===== src/rtl/instruction_fetch.sv =====
// Instruction-fetch unit: owns the PC, drives a synchronous-read ROM and tags
// each returned word with its PC. Stalls re-read the ROM; bad addresses trap.
//
// state | meaning
// IDLE  | waiting for start, pc parked at its reset/restart value
// RUN   | issuing one address per cycle, delivering the previous one
// FAULT | illegal fetch address seen; sticky until reset
module instruction_fetch #(
  parameter logic [31:0] RESET_PC   = 32'h0000_0000,
  parameter int          IMEM_WORDS = 1024
) (
  input  logic        clk,
  input  logic        reset,
  input  logic        start,
  input  logic        stall,
  input  logic        redirect,
  input  logic [31:0] redirect_pc,
  output logic [31:0] imem_addr,
  input  logic [31:0] imem_instr,
  output logic [31:0] if_instr,
  output logic [31:0] if_pc,
  output logic [31:0] if_pc_plus4,
  output logic        if_valid,
  output logic        fault,
  output logic [31:0] fault_pc,
  output logic [31:0] fetch_count
);

  typedef enum logic [1:0] {IDLE, RUN, FAULT} state_t;

  localparam logic [31:0] IMEM_BYTES = 32'(IMEM_WORDS) << 2;

  state_t      state, state_nxt;
  logic [31:0] pc, pc_nxt;
  logic [31:0] rsp_pc, rsp_pc_nxt;
  logic        rsp_valid, rsp_valid_nxt;
  logic [31:0] fault_pc_nxt;

  function automatic logic legal(input logic [31:0] a);
    return (a[1:0] == 2'b00) && (a < IMEM_BYTES);
  endfunction

  assign if_instr    = rsp_valid ? imem_instr : 32'h0;
  assign if_pc       = rsp_pc;
  assign if_pc_plus4 = rsp_pc + 32'd4;
  assign if_valid    = rsp_valid && (state == RUN) && !redirect;
  assign fault       = (state == FAULT);

  always_comb begin
    state_nxt     = state;
    pc_nxt        = pc;
    rsp_pc_nxt    = rsp_pc;
    rsp_valid_nxt = rsp_valid;
    fault_pc_nxt  = fault_pc;
    imem_addr     = rsp_pc;
    case (state)
      IDLE: begin
        imem_addr = pc;
        if (start) begin
          if (legal(pc)) begin
            rsp_pc_nxt    = pc;
            pc_nxt        = pc + 32'd4;
            rsp_valid_nxt = 1'b1;
            state_nxt     = RUN;
          end else begin
            fault_pc_nxt = pc;
            state_nxt    = FAULT;
          end
        end
      end
      RUN: begin
        if (redirect) begin
          imem_addr = redirect_pc;
          if (legal(redirect_pc)) begin
            rsp_pc_nxt    = redirect_pc;
            pc_nxt        = redirect_pc + 32'd4;
            rsp_valid_nxt = 1'b1;
          end else begin
            fault_pc_nxt  = redirect_pc;
            rsp_valid_nxt = 1'b0;
            state_nxt     = FAULT;
          end
        end else if (stall) begin
          // re-read the word already on imem_instr so no holding buffer is needed
          imem_addr = rsp_pc;
        end else begin
          imem_addr = pc;
          if (legal(pc)) begin
            rsp_pc_nxt = pc;
            pc_nxt     = pc + 32'd4;
          end else begin
            fault_pc_nxt  = pc;
            rsp_valid_nxt = 1'b0;
            state_nxt     = FAULT;
          end
        end
      end
      FAULT: imem_addr = rsp_pc;
      default: state_nxt = IDLE;
    endcase
  end

  always_ff @(posedge clk or posedge reset) begin
    if (reset) begin
      state       <= IDLE;
      pc          <= RESET_PC;
      rsp_pc      <= RESET_PC;
      rsp_valid   <= 1'b0;
      fault_pc    <= 32'h0;
      fetch_count <= 32'h0;
    end else begin
      state     <= state_nxt;
      pc        <= pc_nxt;
      rsp_pc    <= rsp_pc_nxt;
      rsp_valid <= rsp_valid_nxt;
      fault_pc  <= fault_pc_nxt;
      if (if_valid && !stall)
        fetch_count <= fetch_count + 32'd1;
    end
  end

endmodule


===== config.mk =====
export PLATFORM = sky130hd
export DESIGN_NAME = instruction_fetch
export DESIGN_NICKNAME = d
export VERILOG_FILES = /design/src/rtl/instruction_fetch.sv
export SDC_FILE = /design/constraint.sdc
export NUM_CORES = 1
export LEC_CHECK = 0
export ABC_AREA = 1
export CAP_MARGIN = 20
export CORE_MARGIN = 4
export CORE_UTILIZATION = 45
export CTS_BUF_LIST = sky130_fd_sc_hd__clkbuf_2
export CTS_CLUSTER_SIZE = 25
export DETAILED_ROUTE_END_ITERATION = 10
export GPL_ROUTABILITY_DRIVEN = 0
export MAX_ROUTING_LAYER = met4
export PLACE_DENSITY = 0.86
export REMOVE_ABC_BUFFERS = 1
export SLEW_MARGIN = 30
export SYNTH_ARGS = -nofsm -noshare
export SYNTH_HDL_FRONTEND = slang
export SYNTH_SLANG_ARGS = --single-unit

===== constraint.sdc =====
create_clock -name clk -period 13.8 [get_ports clk]
set_clock_uncertainty 0.15 [all_clocks]
set_input_delay 2.76 -clock clk [delete_from_list [all_inputs] [get_ports clk]]
set_output_delay 2.76 -clock clk [all_outputs]
set_load 0.05 [all_outputs]

==> results of run 1 <==
-- layout make-up --
class	count	area (µm²)
Timing Repair Buffer	268	2679
Fill cell	1519	6405
Clock inverter	14	105.1
Multi-Input combinational cell	769	3837
Inverter	212	800.8
Clock buffer	18	90.09
Sequential cell	131	3278
Tap cell	225	281.5
-- registers in the layout, summed over array words and instances (netlist names) --
name	cells
fault_pc	32
fetch_count	32
if_pc	32
pc	32
rsp_valid	1
state	2
-- cell usage after synthesis, types with 16 or more instances --
| library cell | n | area (µm²) |
|---|---|---|
| nor3_1 | 20 | 100.1 |
| nand2_1 | 287 | 1077 |
| clkbuf_1 | 16 | 60.06 |
| nor2_1 | 153 | 574.3 |
| o21ai_0 | 48 | 240.2 |
| nand3_1 | 45 | 225.2 |
| o21ai_1 | 24 | 120.1 |
| a21oi_1 | 23 | 115.1 |
| xor2_1 | 36 | 315.3 |
| inv_1 | 202 | 758.2 |
| dfrtp_1 | 131 | 3278 |
| a31oi_1 | 20 | 125.1 |
| nand4_1 | 17 | 106.4 |
| o221ai_1 | 21 | 183.9 |
| xnor2_1 | 16 | 140.1 |
-- power groups by stage --
stage | combinational (mW) | clock [mW] | sequential [mW]
6_report | 0.0375 | 0.206 | 0.384
2_1_floorplan | 0.00905 | 0 | 0.391
4_1_cts | 0.0374 | 0.209 | 0.384
3_3_place_gp | 0.0368 | 0 | 0.391
3_5_place_dp | 0.0371 | 0 | 0.391
5_1_grt | 0.0409 | 0.226 | 0.385
-- kinds of logic after synthesis --
group	after synthesis
AOI/OAI and AO/OA	163
xor gates and xnor gates	52
adders and majority gates	4
buffers and inverters	249
DFF	131
muxes	1
and+or+nand+nor	549
-- path summary, 6_finish.rpt --
path	endpoint	slack (ns)	cells after the start
min reg2reg	fetch_count[31]	0.36	1
min	fetch_count[31]	0.36	1
max reg2reg	if_pc[7]	10.42	13
max	imem_addr[9]	5.19	8
max in group asynchronous	fault_pc[11]	10.00	3
min in group asynchronous	fault_pc[23]	2.30	2
-- stage by stage --
| step | setup slack (ns) | hold slack, ns | area [µm²] | total power, mW | util, % |
|---|---|---|---|---|---|
| 4_1_cts | 5.210 | 0.3597 | 11070 | 0.6308 | 63.33 |
| 2_1_floorplan | 6.050 | 0.3084 | 7910 | 0.4003 | - |
| 3_5_place_dp | 5.213 | 0.3183 | 10870 | 0.4283 | 62.21 |
| 3_3_place_gp | 5.273 | 0.3086 | 10860 | 0.4279 | 62.13 |
| 5_1_grt | 5.037 | 0.3770 | 11070 | 0.6518 | 63.35 |
| 6_report | 5.186 | 0.3571 | 11070 | 0.6279 | 63.35 |
-- routing by layer --
metal | up-vias | GRT usage [%]
met5 | - | -
met4 | 0 | 11.26
met3 | 83 | 6.586
met2 | 531 | 42.16
met1 | 4017 | 37.32
li1 | 4134 | -
==> results.cfg, run 1 <==
[status]
status = finished clean

[critical_path]
crit_chain = clkdlybuf4s50_1 -> nand2_2 -> buf_4 -> inv_2 -> buf_4 -> a22oi_1 -> o21ai_0 -> clkdlybuf4s50_1
crit_arrival_ns = 5.70
cp-end-kind = primary output
startpoint = redirect
cp_slowest_cell = clkdlybuf4s50_1
path_class = primary input to primary output
r2r-start = state[0]
slowest_delay_ns = 0.84
crit_path_start_kind = primary input
crit_family = buffers and inverters
cp.required_ns = 10.89
path_buf_inv = 5
crit_path_max_fanout = 54

[power]
max-vdd-ir-drop_v = 0.00004907
power_density_nw_per_um2 = 56.71
pwr-share-seq_pct = 61.2
p_int_uw = 451.6
combPwrFrac_pct = 6.0
p_leak_nw = 5.459
switching_share_pct = 28.08
switchingPower_uw = 176.3
clkPwrFrac_pct = 32.8

[placement]
io_buffers = 262
dp_hpwl_mm = 21.56
placed_cells = 1605

[synthesis]
ys.flop_type = dfrtp_1
syn_inst = 1149
synthXorXnorAreaFrac_pct = 5.605
synth_cell_types = 38
async_flop_share_pct = 100.0
yosys_warnings = 0
synth-seq-cells = 131
synth_edf_count = 0
synth_top_family_by_area = simple AND/OR/NAND/NOR gates
ys_seq_area_share_pct = 40.34
avgSynthCellArea_um2 = 7.072
synth_compound_gate_area_share_pct = 11.93
synth-simple-area-share_pct = 28.89
synthAdderAreaFrac_pct = 0.6160
synthMuxAreaShare_pct = 0.1386
netlist_area_um2 = 8125

[sta]
rsz0062_at_grt = no
setup_tns_ns = 0
finalCritPeriodShare_pct = 62.42
relSlewSlack_pct = 47.12
finalSetupViolations = 0
tightest_slew_ns = 0.7923
fmax_mhz = 116.1
hold_viol_final = 0
report.final.slew_viol_count = 0
fin_crit_ns = 8.614

[drt]
vias = 8765
top_layer = met4
wl_met3_mm = 2.920
wl_mm = 28.11
avgRoutedWirePerCell_um = 17.17
ant_nets = 0
wl_met1_mm = 11.28
drc = 0
first_iter_violations = 930
wl_met2_mm = 12.83
viasPerCell = 5.354
dr.pass1.iters = 5

[grt]
overflow = 0
grt_pass1_vias = 8345
antenna_found_initial = 0
gr-usage-all-layers_pct = 28.25
grt_pass1_wl_mm = 43.97
grt_max_degree = 79

[die]
ios = 263
die_w_um = 142.4
num_rows = 48
core_um2 = 17480
die_h_um = 142.4
dieArea_um2 = 20270
start_util_pct = 46.49

[flow_run]
cap_violations = 0

[clocking]
cts-root-buf = clkbuf_2
cts_buffers = 17
cts.path.max_buffers = 2
numClockSinks = 131
cts_setup_buffers = 0
cts_resized = 0
clk_pin_slew_ns = 0.23
cts_tree = built
ctsHoldBuffers = 0
clk_latency_ns = 0.71
htreeDepth = 4

[layout]
area_growth_syn_to_layout_pct = 36.26
drive_gt1_share_pct = 4.887
final_cell_mix = nand2_1 (287), clkdlybuf4s50_1 (262), inv_1 (201)
nets = 1472
final_cells = 1637
n_antenna_cell = 0
final_common_cell = nand2_1

[hold_path]
hp-class = flip-flop to flip-flop
hp-start = fetch_count[31]
Power figures use the tool's default switching activity.
==> inputs of run 2 (changes only) <==
CORE_UTILIZATION = 44   (was 45)
PLACE_DENSITY = 0.88   (was 0.86)
clock period = 7.15 ns   (was 13.8 ns; I/O delays follow)
==> run 2 against run 1 <==
Die area increased by 2.1%. Routed wire length increased by 2.0%. Count of clock-buffer cells in the layout stayed put. Register-to-register slack got worse by 6.6 ns. Total power grew 110%. Setup slack worse by 4.0 ns. Clock power increased by 130%. Critical path type unchanged. Critical endpoint is now imem_addr[28].
==> results.cfg, run 2 (synthesis results as in run 1) <==
[die]
start_util_pct = 44.93
num_rows = 49
die_w_um = 143.9
dieArea_um2 = 20700
die_h_um = 143.9
core_um2 = 18090
ios = 263

[layout]
n_antenna_cell = 0
nets = 1471
area_growth_syn_to_layout_pct = 36.83
final_cell_mix = nand2_1 (287), clkdlybuf4s50_1 (262), inv_1 (201)
drive_gt1_share_pct = 4.819
final_common_cell = nand2_1
final_cells = 1640

[grt]
antenna_found_initial = 0
grt_max_degree = 85
grt_pass1_wl_mm = 44.78
grt_pass1_vias = 8465
overflow = 0
gr-usage-all-layers_pct = 28.23

[clocking]
cts_tree = built
clk_pin_slew_ns = 0.17
cts_resized = 0
cts.path.max_buffers = 2
numClockSinks = 131
cts-root-buf = clkbuf_2
cts_setup_buffers = 0
htreeDepth = 4
ctsHoldBuffers = 0
cts_buffers = 17
clk_latency_ns = 0.73

[critical_path]
path_class = primary input to primary output
cp-end-kind = primary output
crit_path_start_kind = primary input
crit_top_cell = clkdlybuf4s50_1
cp_slowest_cell = clkdlybuf4s50_1
crit_chain = clkdlybuf4s50_1 -> nor2_2 -> nand2_1 -> nand2_2 -> inv_1 -> o221ai_1 -> clkdlybuf4s50_1
crit_path_max_fanout = 23
cp.required_ns = 5.57
slowest_delay_ns = 0.87
crit_arrival_ns = 4.35

[power]
p_leak_nw = 5.490
power_mw = 1.299
power_density_nw_per_um2 = 116.8
max-vdd-ir-drop_v = 0.00008761

[sta]
setup_tns_ns = 0
fmax_mhz = 168.5
finalSetupViolations = 0
relSlewSlack_pct = 34.41
finalCritPeriodShare_pct = 83.00
rsz0062_at_grt = no
tightest_slew_ns = 0.9815
hold_viol_final = 0
fin_ws_ns = 1.216
report.final.slew_viol_count = 0
fin_crit_ns = 5.934

[drt]
drc = 0
first_iter_violations = 996
dr.pass1.iters = 7
avgRoutedWirePerCell_um = 17.49
ant_nets = 0
vias = 8845
wl_mm = 28.69
viasPerCell = 5.393

[status]
status = finished clean

[placement]
io_buffers = 262
placed_cells = 1608
dp_hpwl_mm = 21.67
place_ws_ns = 1.323

[hold_path]
hp-class = flip-flop to flip-flop

[flow_run]
cap_violations = 0
run 2: per-stage QoR:
stage                     hold WS, ns  util [%]  area (µm²)
after floorplan                0.3084         -        7910
after global placement         0.3090     60.06       10860
after detailed placement       0.3135     60.08       10870
after CTS                      0.3521     61.47       11120
after global routing           0.3832     61.47       11120
final                          0.3585     61.47       11120
run 2: final timing paths:
check / end / from / cells past startpoint / slack (ns)
setup / recovery: imem_addr[28] / redirect / 7 / 1.22
hold / removal: fault_pc[1] / fault_pc[1] / 2 / 0.36
setup reg to reg: if_pc[8] / state[0] / 11 / 3.83
hold reg to reg: fault_pc[1] / fault_pc[1] / 2 / 0.36
max in group asynchronous: rsp_valid / reset / 3 / 4.58
min in group asynchronous: fault_pc[7] / reset / 2 / 1.05
run 2: area by class of cell:
cell class              count  area [µm²]
clock inverters            14       161.4
fillers                  1536        6968
inverters                 212       803.3
multi-input cells         769        3837
clock buffers              18       90.09
flip-flops and latches    131        3279
well taps                 229       286.5
repair buffers            267        2660
run 2: worst max-delay path: cells and delay by family:
family	cells	cell delay, ns
and+or+nand+nor	3	0.66
buffers and inverters	3	1.85
AOI/OAI and AO/OA	1	0.40
run 2: metal layers:
layer / global-route usage (%) / part of all wire [%] / vias to the layer above / wire length, µm
li1: - / - / 4126 / -
met1: 36.26 / 39 / 4061 / 11170
met2: 43.26 / 46 / 556 / 13250
met3: 7.388 / 11 / 102 / 3154
met4: 10.01 / 3.9 / 0 / 1112
met5: - / 0 / - / 0
run 2: power breakdown:
| group | internal (mW) | switching [mW] |
|---|---|---|
| Sequential | 0.742 | 0.00000000332 |
| Clock | 0.194 | 0.289 |
| Combinational | 0.0359 | 0.0369 |
| Total | 0.972 | 0.326 |
==> inputs of run 3 (changes only) <==
CORE_UTILIZATION = 45   (was 44)
PLACE_DENSITY = 0.86   (was 0.88)
clock period = 5.97 ns   (was 7.15 ns; I/O delays follow)
==> run 3 against run 2 <==
Setup slack got worse by 0.41 ns. Non-clock buffer count increased by 3. Combinational power increased by 21%. Register-to-register slack got worse by 1.5 ns. Largest cell class unchanged. Utilization increased by 1.9 points.
==> results.cfg, run 3 (synthesis results as in run 1) <==
[sta]
tightest_slew_ns = 0.9985
rsz0062_at_grt = no
finalCritPeriodShare_pct = 86.56
fmax_mhz = 193.5
finalSetupViolations = 0
fin_crit_ns = 5.167
report.final.slew_viol_count = 0
hold_viol_final = 0
setup_tns_ns = 0
relSlewSlack_pct = 33.36

[die]
dieArea_um2 = 20270
die_w_um = 142.4
start_util_pct = 46.49
ios = 263
num_rows = 48
core_um2 = 17480
die_h_um = 142.4

[grt]
gr-usage-all-layers_pct = 28.75
antenna_found_initial = 0
overflow = 0
grt_max_degree = 63
grt_pass1_vias = 8354
grt_pass1_wl_mm = 44.80

[clocking]
cts-root-buf = clkbuf_2
ctsHoldBuffers = 0
cts_setup_buffers = 0
clk_latency_ns = 0.78
cts_tree = built
cts_resized = 0
cts_buffers = 17
clk_pin_slew_ns = 0.20
cts.path.max_buffers = 2
htreeDepth = 4
numClockSinks = 131

[layout]
final_area_um2 = 11080
final_cell_mix = nand2_1 (287), clkdlybuf4s50_1 (241), inv_1 (201)
final_common_cell = nand2_1
drive_gt1_share_pct = 6.648
n_antenna_cell = 0
n_fill_cell = 1471
nets = 1474
area_growth_syn_to_layout_pct = 36.31

[placement]
detailed_place.area_um2 = 10830
dp_hpwl_mm = 22.02
io_buffers = 262

[flow_run]
cap_violations = 0

[critical_path]
cp.required_ns = 4.63
ff2ff_path_depth = 11
crit_path_max_fanout = 23
cp-end-kind = primary output
crit_arrival_ns = 3.82
crit_path_start_kind = primary input
path_class = primary input to primary output

[hold_path]
hp-class = flip-flop to flip-flop
hold_depth = 1

[drt]
drc = 0
viasPerCell = 5.395
ant_nets = 0
avgRoutedWirePerCell_um = 17.54
wl_mm = 28.75
dr.pass1.iters = 6
vias = 8843
first_iter_violations = 1068

[status]
status = finished clean

[power]
max-vdd-ir-drop_v = 0.0001021
p_leak_nw = 5.528
power_density_nw_per_um2 = 139.0
run 3: cell types whose count changed in the layout (fill, tap and decap cells not counted), sizes merged:
| cell | before | now |
|---|---|---|
| buf | 5 | 29 |
| clkdlybuf4s50 | 262 | 241 |
| bufinv | 3 | 2 |
| clkinvlp | 3 | 4 |
run 3: through the flow:
step           hold slack, ns  instances  utilization [%]  worst slack, ns  total power, mW
5_1_grt                0.3675       1639            63.37           0.7115            1.596
6_report               0.3382       1639            63.37           0.8027            1.540
4_1_cts                0.3465       1639            63.37           0.8716            1.548
3_5_place_dp           0.3148       1607            61.96           0.8688           0.9908
2_1_floorplan          0.3084       1112                -            1.128           0.9252
3_3_place_gp           0.3128       1607            61.96           0.9157           0.9897
run 3: area by class of cell:
type,instances,area (µm²),area share (%)
clock inverter,14,156.4,1.412
timing repair buffer,270,2630,23.75
clock buffer,18,90.09,0.8134
inverter,212,800.8,7.230
tap,225,281.5,2.542
sequential,131,3279,29.61
multi-input combinational,769,3837,34.65
run 3: path summary, 6_finish.rpt:
check / start / endpoint / slack, ns
setup / recovery: redirect / imem_addr[20] / 0.80
hold / removal: fetch_count[31] / fetch_count[31] / 0.34
setup reg to reg: state[0] / if_pc[0] / 2.34
hold reg to reg: fetch_count[31] / fetch_count[31] / 0.34
max in group asynchronous: reset / fetch_count[3] / 3.92
min in group asynchronous: reset / if_pc[22] / 0.76
run 3: where the power goes:
group | internal, mW | switching (mW) | total, mW
registers | 0.889 | 0.00000000662 | 0.889
logic | 0.0435 | 0.0444 | 0.0879
clock network | 0.198 | 0.366 | 0.563
run 3: routing by layer:
metal / track usage [%] / routed length [µm] / part of all wire, % / up-vias
met4: 11.61 / 1116 / 3.9 / 0
li1: - / - / - / 4143
met3: 8.401 / 3044 / 11 / 101
met1: 36.94 / 11350 / 39 / 4044
met5: - / 0 / 0 / -
met2: 42.78 / 13230 / 46 / 555
run 3: critical path: stages:
cell	delay, ns
clkdlybuf4s50_1	0.54
nor2_2	0.24
nand2_1	0.11
nand2_2	0.08
inv_1	0.42
o221ai_1	0.38
clkdlybuf4s50_1	0.86
